===== src/rtl/pic_pkg.sv =====
// rtl/pic_pkg.sv - shared types, OCW2 command codes and write-class decode for the PIC command sequencer
package pic_pkg;

    typedef enum logic [2:0] {
        ST_UNINIT    = 3'd0,
        ST_WAIT_ICW2 = 3'd1,
        ST_WAIT_ICW3 = 3'd2,
        ST_WAIT_ICW4 = 3'd3,
        ST_READY     = 3'd4
    } seq_state_t;

    typedef enum logic [1:0] {
        WC_ICW1    = 2'd0,
        WC_OCW2    = 2'd1,
        WC_OCW3    = 2'd2,
        WC_A0_HIGH = 2'd3
    } wr_class_t;

    localparam logic [2:0] OCW2_NS_EOI        = 3'b001;
    localparam logic [2:0] OCW2_SPEC_EOI      = 3'b011;
    localparam logic [2:0] OCW2_ROT_NS_EOI    = 3'b101;
    localparam logic [2:0] OCW2_SET_ROT_AEOI  = 3'b100;
    localparam logic [2:0] OCW2_CLR_ROT_AEOI  = 3'b000;
    localparam logic [2:0] OCW2_SET_PRIORITY  = 3'b110;

    // A0-low writes are told apart by D4 (ICW1) and then D3 (OCW3 vs OCW2).
    function automatic wr_class_t decode_write(input logic a0, input logic [7:0] d);
        if (a0)
            return WC_A0_HIGH;
        if (d[4])
            return WC_ICW1;
        if (d[3])
            return WC_OCW3;
        return WC_OCW2;
    endfunction

endpackage


===== src/rtl/pic_cmd_sequencer.sv =====
// rtl/pic_cmd_sequencer.sv - ICW1..ICW4 initialization sequencer and OCW1..OCW3 decoder
module pic_cmd_sequencer
    import pic_pkg::*;
#(
    parameter logic [7:0] RESET_IMR = 8'h00
) (
    input  logic       clk,
    input  logic       rst,
    input  logic       wr_pulse,
    input  logic       a0,
    input  logic [7:0] din,
    output logic       init_done,
    output logic       ltim,
    output logic       sngl,
    output logic       ic4,
    output logic [4:0] vec_base,
    output logic [7:0] cascade_cfg,
    output logic       aeoi,
    output logic       sfnm,
    output logic [1:0] buf_ms,
    output logic       upm,
    output logic [7:0] imr,
    output logic       ocw2_valid,
    output logic [2:0] ocw2_cmd,
    output logic [2:0] ocw2_lvl,
    output logic       rot_aeoi,
    output logic       smm,
    output logic       rd_isr,
    output logic       poll_req
);

    seq_state_t state;
    wr_class_t  wclass;

    assign wclass = decode_write(a0, din);

    always_ff @(posedge clk) begin
        if (rst) begin
            state       <= ST_UNINIT;
            init_done   <= 1'b0;
            ltim        <= 1'b0;
            sngl        <= 1'b0;
            ic4         <= 1'b0;
            vec_base    <= 5'd0;
            cascade_cfg <= 8'd0;
            aeoi        <= 1'b0;
            sfnm        <= 1'b0;
            buf_ms      <= 2'd0;
            upm         <= 1'b0;
            imr         <= RESET_IMR;
            ocw2_valid  <= 1'b0;
            ocw2_cmd    <= 3'd0;
            ocw2_lvl    <= 3'd0;
            rot_aeoi    <= 1'b0;
            smm         <= 1'b0;
            rd_isr      <= 1'b0;
            poll_req    <= 1'b0;
        end else begin
            ocw2_valid <= 1'b0;
            poll_req   <= 1'b0;
            if (wr_pulse) begin
                unique case (wclass)
                    WC_ICW1: begin
                        // vec_base and cascade_cfg survive a restart until rewritten
                        ltim      <= din[3];
                        sngl      <= din[1];
                        ic4       <= din[0];
                        imr       <= RESET_IMR;
                        smm       <= 1'b0;
                        rd_isr    <= 1'b0;
                        rot_aeoi  <= 1'b0;
                        aeoi      <= 1'b0;
                        sfnm      <= 1'b0;
                        buf_ms    <= 2'd0;
                        upm       <= 1'b0;
                        init_done <= 1'b0;
                        state     <= ST_WAIT_ICW2;
                    end
                    WC_A0_HIGH: begin
                        case (state)
                            ST_WAIT_ICW2: begin
                                vec_base <= din[7:3];
                                if (!sngl) begin
                                    state <= ST_WAIT_ICW3;
                                end else if (ic4) begin
                                    state <= ST_WAIT_ICW4;
                                end else begin
                                    state     <= ST_READY;
                                    init_done <= 1'b1;
                                end
                            end
                            ST_WAIT_ICW3: begin
                                cascade_cfg <= din;
                                if (ic4) begin
                                    state <= ST_WAIT_ICW4;
                                end else begin
                                    state     <= ST_READY;
                                    init_done <= 1'b1;
                                end
                            end
                            ST_WAIT_ICW4: begin
                                upm       <= din[0];
                                aeoi      <= din[1];
                                buf_ms    <= din[3:2];
                                sfnm      <= din[4];
                                state     <= ST_READY;
                                init_done <= 1'b1;
                            end
                            ST_READY: imr <= din;
                            default: ;
                        endcase
                    end
                    WC_OCW2: begin
                        if (state == ST_READY) begin
                            ocw2_valid <= 1'b1;
                            ocw2_cmd   <= din[7:5];
                            ocw2_lvl   <= din[2:0];
                            if (din[7:5] == OCW2_SET_ROT_AEOI)
                                rot_aeoi <= 1'b1;
                            else if (din[7:5] == OCW2_CLR_ROT_AEOI)
                                rot_aeoi <= 1'b0;
                        end
                    end
                    WC_OCW3: begin
                        if (state == ST_READY) begin
                            if (din[6])
                                smm <= din[5];
                            if (din[2])
                                poll_req <= 1'b1;
                            if (din[1])
                                rd_isr <= din[0];
                        end
                    end
                endcase
            end
        end
    end

endmodule


===== config.mk =====
export PLATFORM = sky130hd
export DESIGN_NAME = pic_cmd_sequencer
export DESIGN_NICKNAME = d
export VERILOG_FILES = /design/src/rtl/pic_pkg.sv /design/src/rtl/pic_cmd_sequencer.sv
export SDC_FILE = /design/constraint.sdc
export NUM_CORES = 1
export LEC_CHECK = 0
export ABC_AREA = 0
export CORE_MARGIN = 3
export CORE_UTILIZATION = 44
export DETAILED_ROUTE_END_ITERATION = 16
export PLACE_DENSITY = 0.76
export SYNTH_ARGS = -nofsm -noshare
export SYNTH_HDL_FRONTEND = slang
export SYNTH_SLANG_ARGS = --single-unit

===== constraint.sdc =====
create_clock -name clk -period 1.73 [get_ports clk]
set_input_delay 0.2595 -clock clk [delete_from_list [all_inputs] [get_ports clk]]
set_output_delay 0.2595 -clock clk [all_outputs]
set_load 0.02 [all_outputs]

== Word level (Yosys, flattened, before mapping) ==
Index checks and enable logic that the tools add are counted.

* Equal/unequal tests: 17
* Multiplexer cells: 42
* Bitwise gates (word level): 4
* Reductions and logical operators: 18

{| class="wikitable"
|+ Operators by type and width
! cell !! count
|-
| 1-bit two-way mux || 20
|-
| 3-bit AND reduction || 6
|-
| 8-bit one-hot mux with 2 select lines || 1
|-
| 4-bit AND reduction || 4
|-
| 2-bit two-way mux || 7
|-
| 1-bit one-hot mux with 2 select lines || 7
|-
| 2-bit != test, second input constant || 5
|-
| 3-bit one-hot mux with 3 select lines || 1
|-
| 8-bit two-way mux || 1
|-
| 3-bit by 2-bit equality test with 1-bit output, second input constant || 2
|-
| 3-bit equality test, second input constant || 2
|-
| 3-bit two-way mux || 2
|-
| 3-bit != test, second input constant || 2
|-
| 3-bit one-hot mux with 2 select lines || 1
|-
| 2-bit nonzero test || 3
|-
| 2-bit equality test, second input constant || 2
|-
| 4-bit by 2-bit != test with 1-bit output, second input constant || 1
|-
| 1-bit inverter || 4
|-
| 2-bit one-hot mux with 2 select lines || 1
|-
| 4-bit OR reduction || 1
|-
| 3-bit by 1-bit equality test with 1-bit output, second input constant || 1
|-
| 3-bit zero test || 1
|-
| 1-bit one-hot mux with 3 select lines || 1
|-
| 3-bit OR reduction || 1
|-
| other kinds (4) || 4
|}

* Register bits: 44
* Input port bits: 12
* Output and inout port bits: 41
* Logic and storage cells: 100

== Logic depth before layout (Yosys ltp) ==
* Word-level depth: 10
* Mapped depth: 8
* Mapped depth without buffers: 7

== Least setup slack after synthesis ==
No wires, ideal clock.

* Path type: in2reg
* Start: input port din[3]
* End: register state[2]
* Library setup time: 84 ps
* Arrival: 1709 ps
* Slack: -64 ps
* Cell stages on the path: 6
* Path buffers: 0
* Cells stage by stage: nor2_1 or2_2 ha_1 nand2b_2 or4_4 o31ai_2

* Cells in the longest elaborated chain, start to end: 9

{| class="wikitable"
|+ Ends and longest elaborated chain
! what !! RTL line !! text
|-
| start: declaration || pic_cmd_sequencer.sv:11 || <nowiki>input logic [7:0] din,</nowiki>
|-
| 1-bit two-way mux (2 in a row) || pic_pkg.sv:32 || <nowiki>if (d[3])</nowiki>
|-
| 1-bit two-way mux || pic_pkg.sv:30 || <nowiki>if (d[4])</nowiki>
|-
| 2-bit two-way mux (*) || pic_pkg.sv:34 || <nowiki>return WC_OCW2;</nowiki>
|-
| 2-bit two-way mux (*) || pic_pkg.sv:32 ||
|-
| 2-bit two-way mux (*) || pic_pkg.sv:30 ||
|-
| 2-bit equality test or 2-bit zero test (tied branches) || pic_cmd_sequencer.sv:62 || <nowiki>unique case (wclass)</nowiki>
|-
| 4-bit by 2-bit != test with 1-bit output (no source line) or 2-bit nonzero test (tied branches) || - ||
|-
| 3-bit AND reduction (no source line) || - ||
|-
| end signal: assignment || pic_cmd_sequencer.sv:77 || <nowiki>state <= ST_WAIT_ICW2;</nowiki>
|-
| end signal: assignment || pic_cmd_sequencer.sv:84 || <nowiki>state <= ST_WAIT_ICW3;</nowiki>
|-
| end signal: assignment || pic_cmd_sequencer.sv:86 || <nowiki>state <= ST_WAIT_ICW4;</nowiki>
|-
| end: declaration || pic_cmd_sequencer.sv:32 || <nowiki>seq_state_t state;</nowiki>
|}

Every way passes the cells marked *; elsewhere a longest branch is shown, timed or not. The select of a mux whose other input is x is not followed.
A chain may end at the register's enable or synchronous reset.

== Worst setup path after layout ==
Ends and elaborated chain as after synthesis.

==> impl_metrics.json <==
{
  "wl_um": 5380,
  "ys.warnings.count": 0,
  "setup_viol": 0,
  "overflow": 0,
  "htree_levels": 2,
  "antenna_found_initial": 0,
  "vias": 1977,
  "setup_tns_ns": 0,
  "worstPathCellList": "clkdlybuf4s15_1 > nor2_1 > or2_4 > ha_2 > nand2b_4 > or4_4 > o31ai_2",
  "antennaDiodeCount": 0,
  "ctsRootBufferMaster": "clkbuf_8",
  "yosys_register_bits": 44,
  "synth_area_leaders": "dfxtp_1 (42%), nand3_1 (8.3%), a21oi_1 (4.0%), o21ai_0 (3.8%), mux2i_1 (3.3%)",
  "post_cts_buffers": 0,
  "hold_viol_final": 0,
  "drv_cap": 0,
  "grt_pass1_wl_um": 8740,
  "placedCellCount": 346,
  "grt_pass1_vias": 1809,
  "fmax_mhz": 593,
  "ff_latch_area_um2": 881,
  "path_clk_slew_ns": 0.08,
  "clockBufferDepth": 2,
  "drive_gt1_share_pct": 15.9,
  "critical_path_class": "in2reg",
  "drtAntennaViolNets": 0,
  "rows": 24,
  "yosysSeqAreaShare_pct": 41.8,
  "place_area_mm2": 0.00275,
  "required_ns": 1.94,
  "synthDistinctLibCells": 47,
  "io-pin-count": 53,
  "tightest_slew_ns": 0.505,
  "hold-worst-slack_ns": 0.303,
  "grtUsageMet3_pct": 4.14,
  "powerDensity_mw_per_mm2": 716,
  "total_power_mw": 2.06,
  "crit_fanout": 4,
  "nNetsFinal": 317,
  "cts.sinks": 44,
  "ir_drop_uv": 370,
  "netlist.area_leader.share_pct": 41.8,
  "grt_max_degree": 17,
  "dieArea_mm2": 0.00565,
  "post-dp-hpwl_um": 3940,
  "crit_slowest_cell": "or4_4",
  "numPortBuffers": 52,
  "multi_input_comb_area_mm2": 0.00110,
  "min_period_over_period_pct": 97.5,
  "clock_skew_ns": 0.00563,
  "drt_iter0_markers": 137,
  "fin_area_mm2": 0.00287,
  "fillerInstances": 388,
  "critPathArrivalTime_ns": 1.90,
  "final_util_pct": 64.2,
  "busiest_layer": "met2",
  "hold_buffers": 0,
  "die_h_um": 75.2,
  "fin_ws_ns": 0.0425,
  "netlist_instances": 238,
  "yosys.area.top_type": "dfxtp_1",
  "outcome": "finished, final reports clean",
  "syn_area_mm2": 0.00211,
  "initial_core_util_pct": 47.1,
  "worstHoldPathType": "in2reg",
  "met1_usage_pct": 28.0,
  "synth.net_count": 254,
  "grt_setup_unrepaired": "no",
  "clk_latency_ns": 0.29,
  "firstDrtPassIters": 4,
  "final_cells": 354,
  "wire_per_inst_um": 15.2,
  "end_kind": "flop",
  "ys.flop_type": "dfxtp_1",
  "groute.layer.met2.usage_pct": 30.5,
  "cp-start-kind": "primary input",
  "drv_slew": 0,
  "ys_async_sr_fraction_pct": 0,
  "areaGrowthSynthToFinish_pct": 36.4,
  "gp_congestion": 0.852,
  "avgViaCountPerCell": 5.58,
  "die_x_um": 75.2,
  "grt_usage_pct": 20.0,
  "period_minus_slack_ns": 1.69,
  "slew_headroom_pct": 66.3,
  "cts-buffers-inserted": 5,
  "cts_tree": "yes",
  "r2r_start": "state[0]$_SDFFE_PP0P_",
  "drcViolationCount": 0,
  "avgSynthCellArea_um2": 8.85,
  "hp-start": "din[4]",
  "cpPeakStageDelay_ns": 0.56,
  "power_leakage_nw": 1.05,
  "crit_start": "din[3]",
  "pre_cts_slack_ns": -0.599,
  "coreArea_mm2": 0.00447,
  "synth_edf_count": 0
}
==> worst paths after layout <==
| kind | to | depth (start not counted) | slack [ns] |
|---|---|---|---|
| hold reg to reg | ltim$_SDFFE_PP0P_ | 2 | 0.47 |
| hold / removal | imr[4]$_SDFFE_PP0P_ | 3 | 0.30 |
| setup reg to reg | imr[1]$_SDFFE_PP0P_ | 3 | 0.19 |
| setup / recovery | state[2]$_SDFFE_PP0P_ | 7 | 0.04 |
==> worst max-delay path: cells and delay by family <==
family / cells / cell delay, ns
fa+ha+maj: 1 / 0.25
compound gates: 1 / 0.18
simple gates: 4 / 1.00
buf+inv: 1 / 0.22
==> Yosys cell counts, types with 2 or more instances <==
| cell type | number |
|---|---|
| nor3_1 | 2 |
| nand3b_1 | 3 |
| dfxtp_1 | 44 |
| mux2i_1 | 7 |
| buf_1 | 2 |
| and2_1 | 3 |
| a21o_1 | 2 |
| buf_6 | 5 |
| ha_1 | 4 |
| buf_2 | 7 |
| nor2b_1 | 4 |
| a31oi_1 | 7 |
| nand2_1 | 16 |
| nand2b_1 | 11 |
| nand3_1 | 35 |
| a21oi_1 | 17 |
| a22o_1 | 4 |
| o31ai_2 | 2 |
| nor2_1 | 8 |
| clkbuf_1 | 5 |
| o21ai_0 | 16 |
| inv_1 | 5 |
| or2_2 | 2 |
| o211ai_1 | 4 |
==> cell families (layout without fill, tap and decap cells) <==
logic type | Yosys count | count (layout) | synth area share (%)
simple gates | 95 | 95 | 25.1
fa+ha+maj | 4 | 4 | 2.38
flops | 44 | 44 | 41.8
compound gates | 62 | 62 | 20.6
mux | 7 | 7 | 3.33
buf+inv | 26 | 90 | 6.83
==> what timing repair did <==
action | in CTS | in global routing
endpoints found under the setup margin | 41 | 15
gates resized for setup | 5 | 7
endpoints found under the hold margin | 0 | 0
pin swaps | 0 | 1
==> cell type report <==
class | instances | share of cell area [%]
inverters | 7 | 0.915
clock inverters | 2 | 1.22
flip-flops and latches | 44 | 30.7
repair buffers | 75 | 24.0
multi-input cells | 168 | 38.4
well taps | 52 | 2.27
clock buffers | 6 | 2.53
==> report_power, final <==
group          internal [mW]  total [mW]  switching, mW
combinational          0.115       0.252          0.137
clock                  0.429       0.768          0.340
sequential              1.02        1.04         0.0149
==> per-layer routing <==
metal	share of wire, %	vias up	wire length [µm]
li1	-	972	-
met1	47	926	2540
met2	45	70	2420
met3	6.3	9	341
met4	1.5	0	83
met5	0	-	0
==> flip-flops by register name, summed over array words and instances (netlist names) <==
name         flops
ocw2_cmd         3
aeoi             1
sfnm             1
ocw2_lvl         3
ocw2_valid       1
upm              1
rd_isr           1
poll_req         1
rot_aeoi         1
sngl             1
cascade_cfg      8
ltim             1
buf_ms           2
vec_base         5
init_done        1
imr              8
ic4              1
smm              1
state            3
==> layout by cell type (no fill, tap or decap), types with 2 or more instances in the layout <==
master and n:
clkbuf_8 5, clkdlybuf4s50_1 49, o211ai_1 4, o31ai_4 2, a31oi_1 7, nor2b_1 4, clkdlybuf4s15_1 2, a21oi_1 17
mux2i_1 7, nand3_1 35, inv_1 5, nand3b_1 3, nor3_1 2, buf_4 23, a21o_1 2, and2_1 3
o21ai_0 16, ha_1 3, dfxtp_1 44, nor2_1 8, a22o_1 4, nand2_1 16, nand2b_1 10
Note: power is estimated with default switching activity, not from simulation.
